[config.mk]
export PLATFORM = sky130hd
export DESIGN_NAME = debug_run_controller
export DESIGN_NICKNAME = d
export VERILOG_FILES = /design/src/rtl/debug_run_controller_pkg.sv /design/src/rtl/debug_run_controller_sat_counter.sv /design/src/rtl/debug_run_controller.sv
export SDC_FILE = /design/constraint.sdc
export NUM_CORES = 1
export LEC_CHECK = 0
export CORE_ASPECT_RATIO = 0.8
export CORE_MARGIN = 5
export CORE_UTILIZATION = 30
export DETAILED_ROUTE_END_ITERATION = 16
export PLACE_DENSITY = 0.63
export SYNTH_ARGS = -nofsm -noshare
export SYNTH_HDL_FRONTEND = slang
export SYNTH_SLANG_ARGS = --single-unit
[constraint.sdc]
create_clock -name i_clk -period 2.7 [get_ports i_clk]
set_input_delay 0.405 -clock i_clk [delete_from_list [all_inputs] [get_ports i_clk]]
set_output_delay 0.405 -clock i_clk [all_outputs]
set_load 0.02 [all_outputs]
[src/rtl/debug_run_controller_pkg.sv]
// rtl/debug_run_controller_pkg.sv - command codes, state encodings and opcode constants for the debug run controller
package debug_run_controller_pkg;

    localparam logic [2:0] CMD_NOP      = 3'd0;
    localparam logic [2:0] CMD_LOAD     = 3'd1;
    localparam logic [2:0] CMD_RUN      = 3'd2;
    localparam logic [2:0] CMD_STEP     = 3'd3;
    localparam logic [2:0] CMD_STOP     = 3'd4;
    localparam logic [2:0] CMD_PIPE_RST = 3'd5;

    typedef enum logic [2:0] {
        ST_IDLE   = 3'd0,
        ST_LOAD   = 3'd1,
        ST_RUN    = 3'd2,
        ST_STEP   = 3'd3,
        ST_DRAIN  = 3'd4,
        ST_HALTED = 3'd5,
        ST_PRST   = 3'd6
    } state_t;

    localparam logic [31:0] NOP_OPERATION = 32'h0000_0000;
    localparam logic [31:0] HALT_OPCODE   = 32'hFFFF_FFFF;

endpackage

[src/rtl/debug_run_controller_sat_counter.sv]
// rtl/debug_run_controller_sat_counter.sv - saturating up-counter with synchronous clear
module sat_counter #(
    parameter int WIDTH = 32
) (
    input  logic             i_clk,
    input  logic             i_rst,
    input  logic             i_clr,
    input  logic             i_en,
    output logic [WIDTH-1:0] o_count
);

    logic [WIDTH-1:0] r_count;

    always_ff @(posedge i_clk) begin
        if (i_rst || i_clr) begin
            r_count <= '0;
        end else if (i_en && (r_count != {WIDTH{1'b1}})) begin
            r_count <= r_count + 1'b1;
        end
    end

    assign o_count = r_count;

endmodule

[src/rtl/debug_run_controller.sv]
// rtl/debug_run_controller.sv - debug-mode run/stop sequencer for the MIPS pipeline
module debug_run_controller
    import debug_run_controller_pkg::*;
#(
    parameter int                 NB_BITS      = 32,
    parameter int                 NB_CYCLES    = 32,
    parameter logic [NB_BITS-1:0] HALT_OPCODE  = NB_BITS'(debug_run_controller_pkg::HALT_OPCODE),
    parameter int                 DRAIN_CYCLES = 4
) (
    input  logic                 i_clk,
    input  logic                 i_rst,
    input  logic [2:0]           i_cmd,
    input  logic                 i_cmd_valid,
    output logic                 o_cmd_ready,
    input  logic [NB_BITS-1:0]   i_if_instr,
    output logic                 o_debug_enb,
    output logic                 o_cs_debug,
    output logic                 o_pipe_rst,
    output logic                 o_halted,
    output logic [2:0]           o_state,
    output logic [NB_CYCLES-1:0] o_cycle_count
);

    localparam int DW = $clog2(DRAIN_CYCLES + 1);

    state_t          r_state;
    state_t          w_next;
    logic [DW-1:0]   r_drain_cnt;
    logic            r_debug_enb;
    logic            r_cs_debug;
    logic            r_pipe_rst;
    logic            r_halted;
    logic            r_cmd_ready;
    logic            w_acc;
    logic            w_halt;

    assign w_acc  = i_cmd_valid & r_cmd_ready;
    assign w_halt = r_debug_enb & ((r_state == ST_RUN) || (r_state == ST_STEP))
                    & (i_if_instr == HALT_OPCODE);

    // Within RUN, pipeline reset beats a fetched HALT, which beats STOP.
    always_comb begin
        w_next = r_state;
        case (r_state)
            ST_IDLE: begin
                if (w_acc) begin
                    case (i_cmd)
                        CMD_LOAD:     w_next = ST_LOAD;
                        CMD_RUN:      w_next = ST_RUN;
                        CMD_STEP:     w_next = ST_STEP;
                        CMD_PIPE_RST: w_next = ST_PRST;
                        default:      w_next = ST_IDLE;
                    endcase
                end
            end
            ST_LOAD: begin
                if (w_acc && (i_cmd == CMD_STOP))          w_next = ST_IDLE;
                else if (w_acc && (i_cmd == CMD_PIPE_RST)) w_next = ST_PRST;
            end
            ST_RUN: begin
                if (w_acc && (i_cmd == CMD_PIPE_RST))  w_next = ST_PRST;
                else if (w_halt)                       w_next = ST_DRAIN;
                else if (w_acc && (i_cmd == CMD_STOP)) w_next = ST_IDLE;
            end
            ST_STEP:   w_next = w_halt ? ST_DRAIN : ST_IDLE;
            ST_DRAIN: begin
                if (r_drain_cnt == DW'(1)) w_next = ST_HALTED;
            end
            ST_HALTED: begin
                if (w_acc && (i_cmd == CMD_LOAD))          w_next = ST_LOAD;
                else if (w_acc && (i_cmd == CMD_PIPE_RST)) w_next = ST_PRST;
            end
            ST_PRST:   w_next = ST_IDLE;
            default:   w_next = ST_IDLE;
        endcase
    end

    always_ff @(posedge i_clk) begin
        if (i_rst) begin
            r_state     <= ST_IDLE;
            r_drain_cnt <= '0;
            r_debug_enb <= 1'b0;
            r_cs_debug  <= 1'b0;
            r_pipe_rst  <= 1'b0;
            r_halted    <= 1'b0;
            r_cmd_ready <= 1'b1;
        end else begin
            r_state <= w_next;
            if ((w_next == ST_DRAIN) && (r_state != ST_DRAIN)) begin
                r_drain_cnt <= DW'(DRAIN_CYCLES);
            end else if (r_state == ST_DRAIN) begin
                r_drain_cnt <= r_drain_cnt - 1'b1;
            end
            r_debug_enb <= (w_next == ST_RUN) || (w_next == ST_STEP) || (w_next == ST_DRAIN);
            r_cs_debug  <= (w_next == ST_LOAD);
            r_pipe_rst  <= (w_next == ST_PRST);
            r_halted    <= (w_next == ST_HALTED);
            r_cmd_ready <= !((w_next == ST_STEP) || (w_next == ST_DRAIN) || (w_next == ST_PRST));
        end
    end

    sat_counter #(
        .WIDTH (NB_CYCLES)
    ) u_cycle_counter (
        .i_clk   (i_clk),
        .i_rst   (i_rst),
        .i_clr   (r_state == ST_PRST),
        .i_en    (r_debug_enb),
        .o_count (o_cycle_count)
    );

    assign o_debug_enb = r_debug_enb;
    assign o_cs_debug  = r_cs_debug;
    assign o_pipe_rst  = r_pipe_rst;
    assign o_halted    = r_halted;
    assign o_cmd_ready = r_cmd_ready;
    assign o_state     = r_state;

endmodule

==> summary.md, run 1 <==
| Metric | Value |
|---|---|
| GRT overflow | 0 |
| Layout cells sized above 1 | 7.817% |
| Sequential-to-total area share from yosys stat | 36.52% |
| Initial antenna violation count | 0 |
| Pre-antenna DRT Iters | 4 |
| DR WL/cell | 14.62 um |
| Fillers | 734 |
| FF+latch area | 860.8 um2 |
| First DRT Iteration DRCs | 150 |
| Measured slew at the worst slew-check pin | 870.8 ps |
| #FFs+latches synth | 43 |
| Post-Route WL | 6.958 mm |
| Status | complete, no violations |
| FP Rows | 28 |
| Worst setup path class | reg2reg |
| Chip width | 109.1 um |
| Setup TNS | 0 ps |
| Worst Setup Start Kind | register |
| Worst-path clk slew | 90 ps |
| Vias in the first global route | 2323 |
| Post-route minimum period | 2219 ps |
| Async set-reset flop share out of synthesis | 0% |
| CTS Buf Count | 5 |
| CTS tree | yes |
| Core footprint | 7532 um2 |
| CP max FO | 13 |
| Top-Level Pins | 78 |
| Post-Place Cell Area | 3286 um2 |
| Antenna Nets Post-Route | 0 |
| I/O Buffers | 77 |
| Clock power frac | 37.8% |
| Total GRT Usage | 14.57% |
| CTS resizes | 0 |
| Comb power frac | 13.3% |
| Sequential share of power | 48.8% |
| Post-synthesis cell count | 290 |
| Tot Pwr | 1.358 mW |
| Hpwl dp | 5.267 mm |
| DR vias/cell | 5.214 |
| Initial Util | 31.30% |
| Synth Cell Area | 2357 um2 |
| CTS Hold Bufs | 0 |
| Synth warnings | 0 |
| Nets | 411 |
| Mean Syn Cell Area | 8.128 um2 |
| Skew-Pair Late Insertion Delay | 290 ps |
| LEAKAGE | 1.236 nW |
| Die footprint | 9741 um2 |
| Max IR drop VDD | 0.0002264 V |
| Multi-input gate area | 1421 um2 |
| Placer Congestion | 0.8692 |
| Sinks on Clock Net | 43 |
| Largest net degree at the start of global routing | 31 |
| Diode count | 0 |
| Max Fclk | 450.6 MHz |
| Max_slew headroom | 41.89% |
| Synth cell types | 51 |
| Max Cap Viol | 0 |
| Sw Pwr | 338.4 uW |
| Hold Vio Cnt, Final | 0 |
| Synth Flop Type | dfxtp_1 |
| RSZ-0062 raised after global routing | false |
| Clock buffer depth | 2 |
| Crit path required time | 2930 ps |
| Vias | 2482 |
| Post-synth EDFFs | 0 |
| Final setup fails | 0 |
| H-tree Lvls | 2 |
| First-pass GRT wire length | 11.48 mm |
| Worst min path class | reg2reg |
| Int Power | 1.019 mW |
| Post-CTS setup buffers | 0 |
| Number of nets produced by synthesis | 331 |
| Die H | 89.29 um |
| Final critical-path share of the clock period | 82.19% |
| Worst clock skew | 5.392 ps |
| Crit. End Element | register |
| Sw Share | 24.92% |
| Root buffer cell | clkbuf_8 |
| # DRC | 0 |
| Design Area, Final | 3398 um2 |
| Slew Viols, Final | 0 |
| Area growth, synth to finish | 44.16% |
| Pwr/cell area | 399.5 nW/um2 |
| CP arrival | 2450 ps |
[registers in the layout, summed over array words and instances, names as in the netlist]
register / cells
o_halted: 1
o_pipe_rst: 1
r_drain_cnt: 3
o_cs_debug: 1
u_cycle_counter.o_count: 32
o_state: 3
o_cmd_ready: 1
o_debug_enb: 1
[cell usage after synthesis (all sizes together) (3+ instances only)]
cell,instances,area [um2]
a31o,6,52.55
a21oi,16,80.08
nand2,29,108.9
buf,3,17.52
and2,4,25.02
o21ai,11,55.05
nand3,13,65.06
ha,3,37.54
nor2b,3,18.77
inv,6,22.52
nand2b,13,81.33
nor2,20,75.07
or4,5,37.54
or3,10,62.56
o31ai,5,37.54
clkbuf,11,41.29
and3,10,63.81
a31oi,6,37.54
mux2i,12,120.1
nand4,21,146.4
nor3,8,40.04
and4,3,28.78
dfxtp,43,860.8
[final cells by class]
class,count,area share [%]
multi-input combinational,226,41.83
clock inverter,3,1.289
tap,105,3.866
inverter,7,0.7732
sequential,43,25.33
clock buffer,5,2.025
timing repair buffer,87,24.89
[cells in the final DEF, fill, tap and decap left out, types with 11 or more instances in the layout]
cell type / instances
nand2b_1: 13
clkdlybuf4s50_1: 77
o21ai_0: 11
nand4_1: 20
nand3_1: 13
nor2_1: 20
dfxtp_1: 43
nand2_1: 29
mux2i_1: 12
a21oi_1: 15
[per-layer routing]
layer  share of wire (%)  wire, um  vias up  GRT usage [%]
met5                   0         0        -              0
met4                0.88        61        0          3.670
met3                 5.7       395        4          2.816
met2                  46      3213       69          23.08
met1                  47      3288     1164          20.43
li1                    -         -     1245              -
[worst paths after layout]
path / slack [ps] / endpoint / cells past startpoint / start
worst min-delay path: 500 / u_cycle_counter.o_count[27]$_SDFFE_PP0P_ / 2 / u_cycle_counter.o_count[27]$_SDFFE_PP0P_
worst max-delay path: 480 / u_cycle_counter.o_count[22]$_SDFFE_PP0P_ / 5 / u_cycle_counter.o_count[11]$_SDFFE_PP0P_
worst max register to register: 480 / u_cycle_counter.o_count[22]$_SDFFE_PP0P_ / 5 / u_cycle_counter.o_count[11]$_SDFFE_PP0P_
worst min register to register: 500 / u_cycle_counter.o_count[27]$_SDFFE_PP0P_ / 2 / u_cycle_counter.o_count[27]$_SDFFE_PP0P_
[stage by stage]
step                      hold slack, ps  setup WS, ps  utilization (%)  cells
after global routing               528.9         158.7            45.12    476
after detailed placement           492.3         431.9            43.62    468
after global placement             475.0         463.8            43.62    468
after floorplan                    542.4         650.4                -    290
after CTS                          505.0         471.1            45.12    476
final                              499.8         480.8            45.12    476
[critical path, cell delays in order, from the launching register on]
cell	delay (ps)
dfxtp_1	450
nand3_1	180
nor3_1	370
o2111ai_1	500
or3_1	510
a21oi_1	140
[cell families after synthesis]
logic type      synth area share (%)
fa+ha+maj                      1.593
buf+inv                        3.609
xor+xnor                       1.115
flops                          36.52
compound gates                 16.62
mux                            5.096
simple gates                   35.46
[power groups by stage]
| stage | logic [mW] | clock network (mW) | registers [mW] |
|---|---|---|---|
| after floorplan | 0.0779 | 0 | 0.677 |
| after global placement | 0.180 | 0 | 0.677 |
| after detailed placement | 0.181 | 0 | 0.677 |
| after CTS | 0.181 | 0.524 | 0.663 |
| after global routing | 0.196 | 0.546 | 0.666 |
| final | 0.181 | 0.513 | 0.663 |
Power figures use the tool's default switching activity.
==> run 2: changes to the inputs <==
--- a/config.mk
+++ b/config.mk
@@ -9,7 +9,7 @@
 export CORE_MARGIN = 5
 export CORE_UTILIZATION = 30
 export DETAILED_ROUTE_END_ITERATION = 16
-export PLACE_DENSITY = 0.63
+export PLACE_DENSITY = 0.65
 export SYNTH_ARGS = -nofsm -noshare
 export SYNTH_HDL_FRONTEND = slang
 export SYNTH_SLANG_ARGS = --single-unit
==> constraint.sdc (replaced) <==
create_clock -name i_clk -period 1.93 [get_ports i_clk]
set_input_delay 0.2895 -clock i_clk [delete_from_list [all_inputs] [get_ports i_clk]]
set_output_delay 0.2895 -clock i_clk [all_outputs]
set_load 0.02 [all_outputs]
==> run 2 against run 1 <==
- non-clock buffer count increased by 58
- global-route usage rose by 1.1 points
- sequential cell count stayed put
- largest power group unchanged
- highest routed layer unchanged
==> summary.md, run 2 (same netlist as run 1, synthesis figures left out) <==
| Metric | Value |
|---|---|
| Status | complete, no violations |
| Met3 Use GR | 3.105% (+0.29 points) |
| Number of flip-flops in the largest register | 32 (unchanged) |
| Hold Vio Cnt, Final | 0 (unchanged) |
| Comb power frac | 16.8% (+3.5 points) |
| Initial antenna violation count | 0 (unchanged) |
| Most frequent cells in the layout | 76 x clkdlybuf4s50_1, 62 x buf_4, 28 x nand2_1, 28 x dfxtp_1, 20 x nand4_1 |
| Vias | 2732 (+10%) |
| Worst clock skew | 7.424 ps (+2.032 ps) |
| RSZ-0062 raised after global routing | true |
| Area growth, synth to finish | 68.05% |
| Skew-Pair Late Insertion Delay | 300 ps (about the same) |
| DR WL/cell | 14.88 um (+1.8%) |
| Int Power | 1.317 mW (+29%) |
| Sw Pwr | 475.7 uW (+41%) |
| Clock buffer depth | 2 (unchanged) |
| Total GRT Usage | 15.69% (+1.1 points) |
| LEAKAGE | 1.578 nW (+28%) |
| Worst r2r src | u_cycle_counter.o_count[1]$_SDFFE_PP0P_ |
| Root buffer cell | clkbuf_8 |
| Hold depth | 2 (unchanged) |
| Antenna Nets Post-Route | 0 (unchanged) |
| M2 GR Usage | 25.64% (+2.6 points) |
| Hpwl dp | 5.844 mm (+11%) |
| Crit. End Element | register |
| First DRT Iteration DRCs | 163 (+8.7%) |
| Gr busiest metal | met2 |
| DR vias/cell | 5.116 (-1.9%) |
| First-pass GRT wire length | 12.16 mm (+5.9%) |
| Diode count | 0 (unchanged) |
| Final setup fails | 0 (unchanged) |
| Max Fclk | 525.4 MHz (+17%) |
| Die footprint | 9741 um2 (unchanged) |
| Layout cells sized above 1 | 27.27% (+19 points) |
| Post-Place Cell Area | 3695 um2 (+12%) |
| Sinks on Clock Net | 43 (unchanged) |
| Reg2reg setup slack | 30 ps (-450 ps) |
| FP Rows | 28 (unchanged) |
| CP max FO | 4 (-9) |
| Max_slew headroom | 73.18% (+31 points) |
| Worst-path clk slew | 90 ps (about the same) |
| Core footprint | 7532 um2 (unchanged) |
| Measured slew at the worst slew-check pin | 402.3 ps (-468.5 ps) |
| Hold_sp | u_cycle_counter.o_count[10]$_SDFFE_PP0P_ |
| Top-Level Pins | 78 (unchanged) |
| Sw Share | 26.53% (+1.6 points) |
| Crit path required time | 2100 ps (-830 ps) |
| I/O Buffers | 77 (unchanged) |
| Placer Congestion | 0.8035 (-7.6%) |
| Hold EP | u_cycle_counter.o_count[10]$_SDFFE_PP0P_ |
| Hold Slack | 496.8 ps (-3.008 ps) |
| Final critical-path share of the clock period | 98.62% (+16 points) |
| Slew Viols, Final | 0 (unchanged) |
| Setup TNS | 0 ps (unchanged) |
| Crit Reg-Reg Endpoint | u_cycle_counter.o_count[6]$_SDFFE_PP0P_ |
| CTS Buf Count | 5 (unchanged) |
| Worst Setup Start Kind | register |
| Worst setup path class | reg2reg |
| Chip width | 109.1 um (unchanged) |
| Vias in the first global route | 2473 (+6.5%) |
| FF-to-FF path depth | 8 (+3) |
| Pwr/cell area | 452.5 nW/um2 (+13%) |
| Met1 Use GR | 21.08% (+0.66 points) |
| Post-Route WL | 7.948 mm (+14%) |
| Worst min path class | reg2reg |
| Dpl ws | -226.2 ps (-658.1 ps) |
| # DRC | 0 (unchanged) |
| Design Area, Final | 3961 um2 (+17%) |
| Pre-antenna DRT Iters | 4 (unchanged) |
| Max Cap Viol | 0 (unchanged) |
| Most common library cell in the layout ignoring fill and taps | clkdlybuf4s50_1 |
| Sequential share of power | 51.1% (+2.3 points) |
| Setup ws final | 26.64 ps (-454.1 ps) |
| Max IR drop VDD | 0.0003305 V (+46%) |
| Die H | 89.29 um (unchanged) |
| CTS tree | yes |
| Nets | 469 (+14%) |
| Post-route minimum period | 1903 ps (-315.9 ps) |
| Clock power frac | 32.1% (-5.7 points) |
| Largest net degree at the start of global routing | 31 (unchanged) |
| GRT overflow | 0 (unchanged) |
| Initial Util | 31.30% (unchanged) |
| CP arrival | 2080 ps (-370 ps) |
| H-tree Lvls | 2 (unchanged) |
==> run 2: cell count changes in the layout (fill, tap and decap cells not counted), moves of 4 or more <==
cell	delta
and3_1	-4
buf_4	+52
dfxtp_2	+12
dfxtp_1	-15
==> run 2: how the worst max path moves through the flow <==
stage	startpoint	to	slack, ps	depth (start not counted)
after floorplan	u_cycle_counter.o_count[3]$_SDFFE_PP0P_	u_cycle_counter.o_count[31]$_SDFFE_PP0P_	6	5
after global placement	i_if_instr[21]	r_drain_cnt[0]$_SDFFE_PP0P_	-200	6
after detailed placement	i_if_instr[30]	r_drain_cnt[0]$_SDFFE_PP0P_	-230	6
after CTS	u_cycle_counter.o_count[22]$_SDFFE_PP0P_	u_cycle_counter.o_count[2]$_SDFFE_PP0P_	5	7
after global routing	u_cycle_counter.o_count[1]$_SDFFE_PP0P_	u_cycle_counter.o_count[6]$_SDFFE_PP0P_	-130	8
final	u_cycle_counter.o_count[1]$_SDFFE_PP0P_	u_cycle_counter.o_count[6]$_SDFFE_PP0P_	30	8
==> run 2: stage by stage <==
stage | std cells | util [%] | total power, mW
floorplan | 290 | - | 1.054
CTS | 528 | 50.68 | 1.791
finish | 534 | 52.59 | 1.793
global route | 534 | 52.59 | 1.872
detailed placement | 518 | 49.05 | 1.223
global placement | 518 | 49.05 | 1.217
==> run 2: final cells by class <==
cell class,instances,area (um2)
flip-flops and latches,43,887.1
clock buffers,6,72.57
clock inverters,2,12.51
inverters,7,26.28
fillers,706,3571
well taps,105,131.4
repair buffers,145,1309
multi-input cells,226,1523
==> run 2: metal layers <==
layer	vias to the layer above	share of wire, %
met5	-	0
met1	1288	46
li1	1368	-
met2	65	47
met4	0	1.6
met3	11	5.4
==> run 2: power groups by stage <==
stage                     registers (mW)  clock network (mW)  logic (mW)
after floorplan                    0.945                   0       0.109
after global placement             0.935                   0       0.281
after detailed placement           0.936                   0       0.287
after CTS                          0.914               0.585       0.291
after global routing               0.918               0.627       0.327
final                              0.916               0.575       0.302
==> run 2: repair_timing <==
item                       CTS  global route
gates resized for setup      4            29
setup endpoints to repair    5            20
gates cloned                 1             1
hold buffers                 0             0
pin swaps                    3            12
setup buffers                1             5
==> run 2: critical path: stages (launching register included) <==
cell and delay, ps:
dfxtp_4 370, ha_4 160, and2_4 140, and3_4 170, nor4bb_4 160, buf_4 150
buf_4 140, o311ai_0 340, o41ai_1 140
==> run 3: changes to the inputs <==
--- a/config.mk
+++ b/config.mk
@@ -5,11 +5,13 @@
 export SDC_FILE = /design/constraint.sdc
 export NUM_CORES = 1
 export LEC_CHECK = 0
-export CORE_ASPECT_RATIO = 0.8
+export CORE_ASPECT_RATIO = 0.6
 export CORE_MARGIN = 5
 export CORE_UTILIZATION = 30
+export CTS_CLUSTER_DIAMETER = 50
 export DETAILED_ROUTE_END_ITERATION = 16
 export PLACE_DENSITY = 0.65
+export RECOVER_POWER = 25
 export SYNTH_ARGS = -nofsm -noshare
 export SYNTH_HDL_FRONTEND = slang
 export SYNTH_SLANG_ARGS = --single-unit
==> run 3 against run 2 <==
- maximum frequency up 0.15%
- combinational power is essentially flat
- clock skew decreased by 0.59 ps
- largest cell class unchanged
- wire length rose by 3.2%
- final cell count down 1.7%
- clock-buffer cell count is 1 higher
- die area increased by 0.48%
- hold slack got worse by 14 ps
- first-iteration DRC count fell by 15%
- highest routed layer unchanged
- global-route usage grew 0.44 points
==> summary.md, run 3 (same netlist as run 1, synthesis figures left out) <==
| Metric | Value |
|---|---|
| LEAKAGE | 1.589 nW (+0.74%) |
| Worst clock skew | 6.831 ps (-0.5936 ps) |
| Post-Route WL | 8.199 mm (+3.2%) |
| DR vias/cell | 5.227 (+2.2%) |
| I/O Buffers | 77 (unchanged) |
| Dpl ws | -336.8 ps (-110.6 ps) |
| Max IR drop VDD | 0.0003201 V (-3.2%) |
| Crit. End Element | register |
| Pwr/cell area | 512.4 nW/um2 (+13%) |
| Hold Vio Cnt, Final | 0 (unchanged) |
| Antenna Nets Post-Route | 0 (unchanged) |
| Vias in the first global route | 2646 (+7.0%) |
| Area growth, synth to finish | 68.10% (about the same) |
| Worst-path clk slew | 60 ps (-30 ps) |
| Worst Setup Start Kind | register |
| Placer Congestion | 0.8857 (+10%) |
| Skew-Pair Late Insertion Delay | 280 ps (-20 ps) |
| Worst min path class | reg2reg |
| Hpwl dp | 6.054 mm (+3.6%) |
| First-pass GRT wire length | 13.14 mm (+8.1%) |
| Max Cap Viol | 0 (unchanged) |
| DR WL/cell | 15.62 um (+4.9%) |
| Total GRT Usage | 16.13% (+0.44 points) |
| Setup ws final | 29.53 ps (+2.888 ps) |
| Die footprint | 9788 um2 (+0.48%) |
| Pre-antenna DRT Iters | 4 (unchanged) |
| Initial Util | 30.39% (-0.91 points) |
| Layout cells sized above 1 | 29.02% (+1.7 points) |
| Status | complete, no violations |
| Root buffer cell | clkbuf_16 |
| CP max FO | 4 (unchanged) |
| CTS Buf Count | 5 (unchanged) |
| First DRT Iteration DRCs | 138 (-15%) |
| Most frequent cells in the layout | 58 x clkdlybuf4s50_1, 54 x buf_4, 28 x nand2_1 |
| Die H | 78.66 um (-12%) |
| Crit path required time | 2150 ps (+50 ps) |
| # DRC | 0 (unchanged) |
| RSZ-0062 raised after global routing | true |
| Final critical-path share of the clock period | 98.47% (-0.15 points) |
| CTS tree | yes |
| Final setup fails | 0 (unchanged) |
| Core footprint | 7757 um2 (+3.0%) |
| Initial antenna violation count | 0 (unchanged) |
| Most common library cell in the layout ignoring fill and taps | clkdlybuf4s50_1 |
| Top-Level Pins | 78 (unchanged) |
| Max Fclk | 526.2 MHz (+0.15%) |
| Sinks on Clock Net | 43 (unchanged) |
| GRT overflow | 0 (unchanged) |
| CTS Hold Bufs | 0 (unchanged) |
| Max_slew headroom | 67.38% (-5.8 points) |
| Chip width | 124.4 um (+14%) |
| Worst setup path class | reg2reg |
| FP Rows | 25 (-11%) |
| Setup TNS | 0 ps (unchanged) |
| Nets | 457 (-2.6%) |
| Diode count | 0 (unchanged) |
| Vias | 2744 (+0.44%) |
| H-tree Lvls | 2 (unchanged) |
| Largest net degree at the start of global routing | 31 (unchanged) |
| Slew Viols, Final | 0 (unchanged) |
| CP arrival | 2120 ps (+40 ps) |
| Measured slew at the worst slew-check pin | 489.3 ps (+87.05 ps) |
| Post-route minimum period | 1900 ps (-2.888 ps) |
| Clock buffer depth | 2 (unchanged) |
| Number of flip-flops in the largest register | 32 (unchanged) |
-- run 3: cell type report --
type	instances	area (um2)
Fill cell	746	3795
Clock buffer	7	132.6
Timing Repair Buffer	133	1207
Clock inverter	1	5.005
Tap cell	108	135.1
Sequential cell	43	902.1
Multi-Input combinational cell	226	1554
Inverter	7	26.28
-- run 3: final timing paths --
path,start,end,slack [ps],cells after the start
max reg2reg,u_cycle_counter.o_count[27]$_SDFFE_PP0P_,u_cycle_counter.o_count[31]$_SDFFE_PP0P_,30,5
min reg2reg,u_cycle_counter.o_count[27]$_SDFFE_PP0P_,u_cycle_counter.o_count[27]$_SDFFE_PP0P_,480,2
min,u_cycle_counter.o_count[27]$_SDFFE_PP0P_,u_cycle_counter.o_count[27]$_SDFFE_PP0P_,480,2
max,u_cycle_counter.o_count[27]$_SDFFE_PP0P_,u_cycle_counter.o_count[31]$_SDFFE_PP0P_,30,5
-- run 3: report_power, final --
group / switching (mW) / internal (mW)
registers: 0.0152 / 0.897
clock network: 0.335 / 0.479
logic: 0.143 / 0.162
total: 0.493 / 1.54
-- run 3: routing by layer --
| metal | vias up | GRT usage [%] | part of all wire [%] |
|---|---|---|---|
| met5 | - | 0 | 0 |
| met4 | 0 | 4.595 | 1.2 |
| met3 | 12 | 3.739 | 6.1 |
| met2 | 93 | 23.22 | 43 |
| met1 | 1294 | 23.76 | 50 |
| li1 | 1345 | - | - |
-- run 3: critical path, stage by stage (launching register included) --
cell	delay [ps]
dfxtp_2	350
and4_4	250
nand3_2	70
or4_4	550
or4_4	500
a21oi_2	120
-- run 3: timing repair --
| action | CTS | global route |
|---|---|---|
| endpoints found under the setup margin | 13 | 18 |
| endpoints found under the hold margin | 0 | 0 |
| setup buffers | 1 | 5 |
| resized for setup | 9 | 39 |
| pin swaps | 2 | 9 |
-- run 3: through the flow --
step                hold slack, ps  area (um2)  utilization (%)  std cells  power, mW
finish                       483.0        3963            51.08        525      2.030
global route                 508.8        3963            51.08        525      2.108
CTS                          493.5        3804            49.03        520      2.047
detailed placement           483.5        3623            46.71        511      1.228
global placement             475.4        3623            46.71        511      1.221
floorplan                    479.6        2379                -        290      1.054
